==> config.mk <==
export PLATFORM = sky130hd
export DESIGN_NAME = popcount_acc_ctrl
export DESIGN_NICKNAME = d
export VERILOG_FILES = /design/src/rtl/popcount_acc_ctrl.sv
export SDC_FILE = /design/constraint.sdc
export NUM_CORES = 1
export LEC_CHECK = 0
export ABC_CLOCK_PERIOD_IN_PS = 2850
export CAP_MARGIN = 10
export CELL_PAD_IN_SITES_DETAIL_PLACEMENT = 1
export CELL_PAD_IN_SITES_GLOBAL_PLACEMENT = 1
export CORE_MARGIN = 2
export CORE_UTILIZATION = 30
export CTS_CLUSTER_SIZE = 30
export DETAILED_ROUTE_END_ITERATION = 8
export PLACE_DENSITY = 0.67
export SYNTH_ARGS = -nofsm -noshare
export SYNTH_HDL_FRONTEND = slang
export SYNTH_SLANG_ARGS = --single-unit
==> constraint.sdc <==
create_clock -name clk -period 2.85 [get_ports clk]
set_input_delay 0.7125 -clock clk [delete_from_list [all_inputs] [get_ports clk]]
set_output_delay 0.7125 -clock clk [all_outputs]
set_load 0.05 [all_outputs]
==> src/rtl/popcount_acc_ctrl.sv <==
// Job sequencer for the binary dot-product datapath: streams LEN 64-bit XNOR words through
// a pipelined popcount and returns one accumulated sum per job over valid/ready.
// state | meaning
// IDLE  | waiting for start; len latched on accepted start
// RUN   | accepting words until len have been taken
// DRAIN | words still in the popcount pipeline, no new input
// DONE  | out_sum valid, held until out_ready

module popcount64 #(
    parameter int LATENCY = 2
) (
    input  logic        clk,
    input  logic        en_i,
    input  logic [63:0] data_i,
    output logic [6:0]  count_o
);
    logic [6:0] cnt_c;

    always_comb begin
        cnt_c = '0;
        for (int i = 0; i < 64; i++) begin
            cnt_c = cnt_c + 7'(data_i[i]);
        end
    end

    // Pipeline registers carry no reset; the caller masks them with its own valid tracker.
    if (LATENCY == 0) begin : g_comb
        assign count_o = cnt_c;
    end else begin : g_pipe
        logic [6:0] stage_q [LATENCY];

        always_ff @(posedge clk) begin
            if (en_i) begin
                stage_q[0] <= cnt_c;
                for (int i = 1; i < LATENCY; i++) begin
                    stage_q[i] <= stage_q[i-1];
                end
            end
        end

        assign count_o = stage_q[LATENCY-1];
    end
endmodule

module popcount_acc_ctrl #(
    parameter int LATENCY = 2,
    parameter int LEN_W   = 16,
    parameter int ACC_W   = 24
) (
    input  logic             clk,
    input  logic             rst,
    input  logic             start,
    input  logic [LEN_W-1:0] len,
    output logic             busy,
    input  logic             in_valid,
    output logic             in_ready,
    input  logic [63:0]      in_data,
    output logic             out_valid,
    input  logic             out_ready,
    output logic [ACC_W-1:0] out_sum
);
    typedef enum logic [1:0] {
        S_IDLE  = 2'd0,
        S_RUN   = 2'd1,
        S_DRAIN = 2'd2,
        S_DONE  = 2'd3
    } state_t;

    state_t           state_q, state_d;
    logic [LEN_W-1:0] len_q, len_d;
    logic [LEN_W-1:0] cnt_q, cnt_d;
    logic [ACC_W-1:0] acc_q, acc_d;
    logic             accept;
    logic             pc_valid;
    logic             drain_last;
    logic [6:0]       pc_count;

    assign accept = in_valid & in_ready;

    popcount64 #(.LATENCY(LATENCY)) u_popcount (
        .clk     (clk),
        .en_i    (1'b1),
        .data_i  (in_data),
        .count_o (pc_count)
    );

    if (LATENCY == 0) begin : g_no_track
        assign pc_valid   = accept;
        assign drain_last = 1'b0;
    end else begin : g_track
        localparam logic [LATENCY-1:0] LAST_ONLY = LATENCY'(1) << (LATENCY - 1);
        logic [LATENCY-1:0] vld_q;

        always_ff @(posedge clk or posedge rst) begin
            if (rst) vld_q <= '0;
            else     vld_q <= (vld_q << 1) | LATENCY'(accept);
        end

        assign pc_valid   = vld_q[LATENCY-1];
        // In DRAIN nothing new enters, so the newest word is last out once it is alone.
        assign drain_last = (vld_q == LAST_ONLY);
    end

    always_ff @(posedge clk or posedge rst) begin
        if (rst) begin
            state_q <= S_IDLE;
            len_q   <= '0;
            cnt_q   <= '0;
            acc_q   <= '0;
        end else begin
            state_q <= state_d;
            len_q   <= len_d;
            cnt_q   <= cnt_d;
            acc_q   <= acc_d;
        end
    end

    always_comb begin
        state_d = state_q;
        len_d   = len_q;
        cnt_d   = cnt_q;
        acc_d   = acc_q;
        if (pc_valid) acc_d = acc_q + ACC_W'(pc_count);
        unique case (state_q)
            S_IDLE: begin
                if (start) begin
                    len_d   = len;
                    cnt_d   = '0;
                    acc_d   = '0;
                    state_d = (len == '0) ? S_DONE : S_RUN;
                end
            end
            S_RUN: begin
                if (accept) begin
                    cnt_d = cnt_q + LEN_W'(1);
                    if (cnt_q == len_q - LEN_W'(1)) state_d = (LATENCY == 0) ? S_DONE : S_DRAIN;
                end
            end
            S_DRAIN: begin
                if (drain_last) state_d = S_DONE;
            end
            S_DONE: begin
                if (out_ready) state_d = S_IDLE;
            end
            default: state_d = S_IDLE;
        endcase
    end

    assign busy      = (state_q != S_IDLE);
    assign in_ready  = (state_q == S_RUN);
    assign out_valid = (state_q == S_DONE);
    assign out_sum   = out_valid ? acc_q : '0;
endmodule

# After elaboration in Yosys (flattened, before gate mapping)
# Memory sizes are Yosys's and may differ from the RTL's.
# Index checks and enable logic that the tools add are counted.
# Widths: inputs -> output; s select.
[totals] ff_bits=60 ram_bits=14 in_bits=85 word_cells=105 memories=1
[classes] n_addsub=66 eq_ne=10 n_mux=14 bitwise=2 reduce_logical=7
[mem_list] name="u_popcount.g_pipe.stage_q" depth=2 word_bits=7 read_ports=2 rd_ports_with_merged_regs=0 write_ports=2 line_no="30" text="logic [6:0] stage_q [LATENCY];"
[ops] op="$add 7x1->7" count=62
[ops] op="$mux 24" count=4
[ops] op="$mux 16" count=2
[ops] op="$pmux 16 s2" count=1
[ops] op="$add 24x7->24" count=1
[ops] op="$add 16x1->16 const B" count=1
[ops] op="$eq 16x16->1" count=1
[ops] op="$logic_not 16->1" count=1
[ops] op="$sub 16x1->16 const B" count=1
[ops] op="$mux 2" count=6
[ops] op="$pmux 2 s4" count=1
[ops] op="$eq 2x2->1 const B" count=3
[ops] op="$ne 2x1->1 const B" count=3
[ops] op="$reduce_and 5->1" count=1
[ops] op="$ne 2x2->1 const B" count=2
[ops] op="$reduce_bool 2->1" count=2
[ops] op="$reduce_and 3->1" count=1
[ops] op="$add 1x1->2" count=1
[ops] op="$eq 2x1->1 const B" count=1
[ops] op="$logic_not 2->1" count=1
[ops] op="$or 2x1->2" count=1
[ops] op="$reduce_and 2->1" count=1
[ops] op="$and 1x1->1" count=1

# Longest topological paths before layout
[depth] ltp_word=63 depth_mapped=22 mapped_depth_nobuf=22

# Cells and area by module
# From an unflattened synthesis, not the netlist that was laid out.
[hier_totals] cells_unflattened=645 hier_area_um2=6023.3
[by_module_without_submodules] mod="popcount_acc_ctrl" n_inst=1 cells_per_inst=442 area_per_inst_um2=3778.6
[by_module_without_submodules] mod="popcount64" n_inst=1 cells_per_inst=203 area_per_inst_um2=2244.7

# Least setup slack after synthesis
# OpenSTA, ideal clock, no wires.
[synth_path] kind="input -> register" startpoint="input port in_data[0]" endpoint="memory u_popcount.g_pipe.stage_q[0][5]" setup_time_ns=0.072 arrival_ns=6.114 required_time_ns=2.778 slack_ns=-3.337 path_stages=18 path_buffers=0 path_cell_list="ha_1 inv_1 fa_1 fa_1 fa_1 fa_1 fa_1 fa_1 fa_1 fa_1 inv_1 ha_1 nor2b_1 o21ai_0 nand2b_1 a21o_1 a21oi_1 xnor2_1"
[synth_lines] element="start: declaration" line_no="57" text="input logic [63:0] in_data,"
[synth_lines] element="end: declaration" line_no="30"

==> Flow_metrics.wiki <==
{| class="wikitable"
! Metric !! Value
|-
| Start-to-end type of the worst setup path || in2reg
|-
| Initial Utilization || 0.3056
|-
| Number of antenna violations at the first check in global routing || 1
|-
| Leftover overflow at the end of global routing || 0
|-
| Input/output buffers || approximately 110
|-
| Final hold violation count || 0
|-
| Kind of start point of the critical path || input port
|-
| Crit path time final || 5898 ps
|-
| Level count of the clock H-tree || 3
|-
| Main area contributors after synthesis || dfrtp_1 (26%), fa_1 (19%), ha_1 (6.6%)
|-
| Number of buffers on the longest clock path || 2
|-
| Slew at the pin with the worst max-slew slack || 547.7 ps
|-
| Final weighted congestion in routability-driven placement || between 0.8 and 0.9
|-
| HPWL after detailed placement || between 10 and 15 mm
|-
| Number of buffers inserted for hold repair after clock tree synthesis || 0
|-
| Total negative setup slack || -20020 ps
|-
| Ys async rst share || 0.8108
|-
| Nets || ~900
|-
| Worst slack on hold paths || roughly 330 ps
|-
| Number of clock buffers inserted by TritonCTS || 9
|-
| Clock transition at the registers of the reported paths || ~60 ps
|-
| Synthesized instance count || around 600
|-
| Chip Width || ~140 um
|-
| Maximum clock rate || between 0.15 and 0.2 GHz
|-
| Hold WC Path Type || reg2reg
|-
| Final clock period utilization by the worst path || 2.069
|-
| DRT iter0 DRCs || 86
|-
| Final number of max-transition violations || 0
|-
| ANT nets after route || 0
|-
| Area after DPL || a little over 7000 um2
|-
| Largest driver fanout on the critical path || 2
|-
| Summed instance area of the synthesized netlist || ~5700 um2
|-
| Share of the synthesized netlist area taken by xor and xnor gates || 0.08273
|-
| Clock Latency Late Sink || ~350 ps
|-
| Most frequent cells in the layout || inv_1 (77), dfrtp_1 (60), nand2_1 (59)
|-
| Number of non-filler instances in the completed layout || roughly 970
|-
| Number of synthesized flops with an enable pin || 0
|-
| Most used flip-flop cell after synthesis || dfrtp_1
|-
| Core ar. || 18710 um2
|-
| Placement Rows || 50
|-
| Violated checks || negative setup slack
|-
| Last element of the critical path || u_popcount.g_pipe.stage_q[0][6]
|-
| Synth warnings || 0
|-
| Launch point of the worst path || in_data[18]
|-
| Number of iterations in the first detailed-routing pass || 4
|-
| Unrepaired setup endpoints after global routing || true
|-
| Crit path DAT || around 6200 ps
|-
| Final clock skew || approximately 12 ps
|-
| Fraction of synthesized area in multiplexers || 0.01926
|-
| Hold path depth || 0
|-
| DRC errors left || 0
|-
| Critical Path RT || around 3100 ps
|-
| Vias || approximately 4500
|-
| Root buf cell || clkbuf_16
|-
| Layout cells sized above 1 || 0.1696
|-
| Ant. Diodes || 0
|-
| Area enclosed by the die boundary || between 20000 and 25000 um2
|-
| Share of the synthesized area in the top cell type || 0.2626
|-
| Launching point of the worst reg2reg path || state_q[0]
|-
| Simple-Gate Fraction of Synth Area || 0.1845
|-
| Number of max-cap violations || 0
|-
| Relative slew margins || 0.6315
|-
| Pin count of the biggest net entering global routing || between 40 and 50
|-
| Fraction of the mapped netlist area in compound gates || 0.06741
|-
| Synthesis-stage register bit count || 74
|-
| Post-layout worst setup margin || -3048 ps
|-
| Type of destination of the critical path || flip-flop
|-
| Cell depth of the worst flop-to-flop path || 9
|-
| Average wire per standard cell || 14.91 um
|-
| Adder and majority gate portion of the synthesized area || 0.2583
|-
| Post-synthesis sequential area ratio || 0.3117
|-
| Detail-routed via count per cell || around 4.7
|-
| Number of distinct library cells after synthesis || 50
|-
| Clock sink count || 74
|-
| Most common cell after layout, fill and taps aside || inv_1
|-
| Endpoints failing setup || 7
|-
| Relative area change from synthesis to final layout || 31.39%
|-
| Mean area per synthesized cell || about 9.5 um2
|-
| Gr usage total || 0.1501
|-
| WL final || about 14 mm
|-
| Status || finished, violations left
|-
| Vias in the first global route || 5065
|-
| Count of boundary I/O pins || roughly 110
|-
| Syn nets || ~770
|-
| CTS tree || built
|-
| End of the worst register-to-register path || state_q[0]
|-
| Post-placement cell count || roughly 950
|-
| Cell taking the most area after synthesis || dfrtp_1
|-
| Area of all placed cells without fillers || about 7500 um2
|-
| Slack of the worst reg-to-reg path || 290 ps
|-
| Global-route wire length before repair || between 20 and 25 mm
|-
| Height of the die || approximately 140 um
|-
| Combinational family with the most area after synthesis || adder cells
|}
cells in the mapped netlist, types with 11 or more instances:
| cell | n |
|---|---|
| a21oi_1 | 16 |
| and2_1 | 29 |
| clkbuf_1 | 12 |
| dfrtp_1 | 60 |
| dfxtp_1 | 14 |
| fa_1 | 55 |
| ha_1 | 30 |
| inv_1 | 95 |
| mux2i_1 | 11 |
| nand2_1 | 59 |
| nand3_1 | 14 |
| nor2_1 | 45 |
| o21ai_0 | 17 |
| xnor2_1 | 26 |
| xor2_1 | 28 |
registers in the layout (all words and copies together), names as in the netlist:
register,count
acc_q,24
cnt_q,16
len_q,16
u_popcount.g_pipe.stage_q,14
g_track.vld_q,2
state_q,2
cell families after synthesis:
logic type / after synthesis
AND/OR/NAND/NOR: 208
buffers and inverters: 113
adder cells (fa/ha/maj): 85
flip-flops: 74
AO/OA/AOI/OAI: 59
XOR/XNOR: 54
multiplexers: 11
worst max-delay path, cell delays in order:
cell	delay [ps]
clkdlybuf4s15_1	180
fa_1	500
inv_2	40
fa_1	480
inv_2	40
fa_2	560
inv_2	40
fa_1	510
fa_1	440
fa_2	560
fa_1	420
fa_1	460
fa_2	370
fa_2	350
nor2b_1	120
o21ai_1	70
nand2b_1	110
a21o_1	120
a21o_1	110
worst min path at each step:
stage | start | end | slack (ps)
final | u_popcount.g_pipe.stage_q[0][3] | u_popcount.g_pipe.stage_q[0][10] | 330
after global routing | u_popcount.g_pipe.stage_q[0][1] | u_popcount.g_pipe.stage_q[0][8] | 340
after CTS | u_popcount.g_pipe.stage_q[0][3] | u_popcount.g_pipe.stage_q[0][10] | 330
after detailed placement | u_popcount.g_pipe.stage_q[0][3] | u_popcount.g_pipe.stage_q[0][10] | 310
after global placement | u_popcount.g_pipe.stage_q[0][3] | u_popcount.g_pipe.stage_q[0][10] | 310
after floorplan | u_popcount.g_pipe.stage_q[0][3] | u_popcount.g_pipe.stage_q[0][10] | 310
final cells by class:
type                       count  area [um2]
multi-input combinational    417        3551
clock inverter                 3       20.02
sequential                    74        1782
tap                          234       292.8
clock buffer                  13       282.8
fill                        2155       11190
inverter                      95       356.6
timing repair buffer         135        1226
per-layer routing:
| layer | vias up | track usage | part of all wire |
|---|---|---|---|
| li1 | 2168 | - | - |
| met1 | 2237 | 0.1658 | 0.41 |
| met2 | 104 | 0.2789 | 0.51 |
| met3 | 18 | 0.04610 | 0.066 |
| met4 | 2 | 0.03895 | 0.012 |
| met5 | - | 0 | 0.00090 |
metrics by stage:
stage	utilization	setup slack (ps)
2_1_floorplan	-	-3100
3_3_place_gp	0.3862	-3702
3_5_place_dp	0.3862	-3827
4_1_cts	0.4017	-3324
5_1_grt	0.4015	-3240
6_report	0.4015	-3048
repair_timing:
item	CTS	global route
setup buffers	3	0
pin swaps	34	49
setup endpoints to repair	7	7
gates resized for setup	56	54
Power is not shown: default switching activity piles up to over one toggle a cycle in this logic, so the estimate is an artifact.
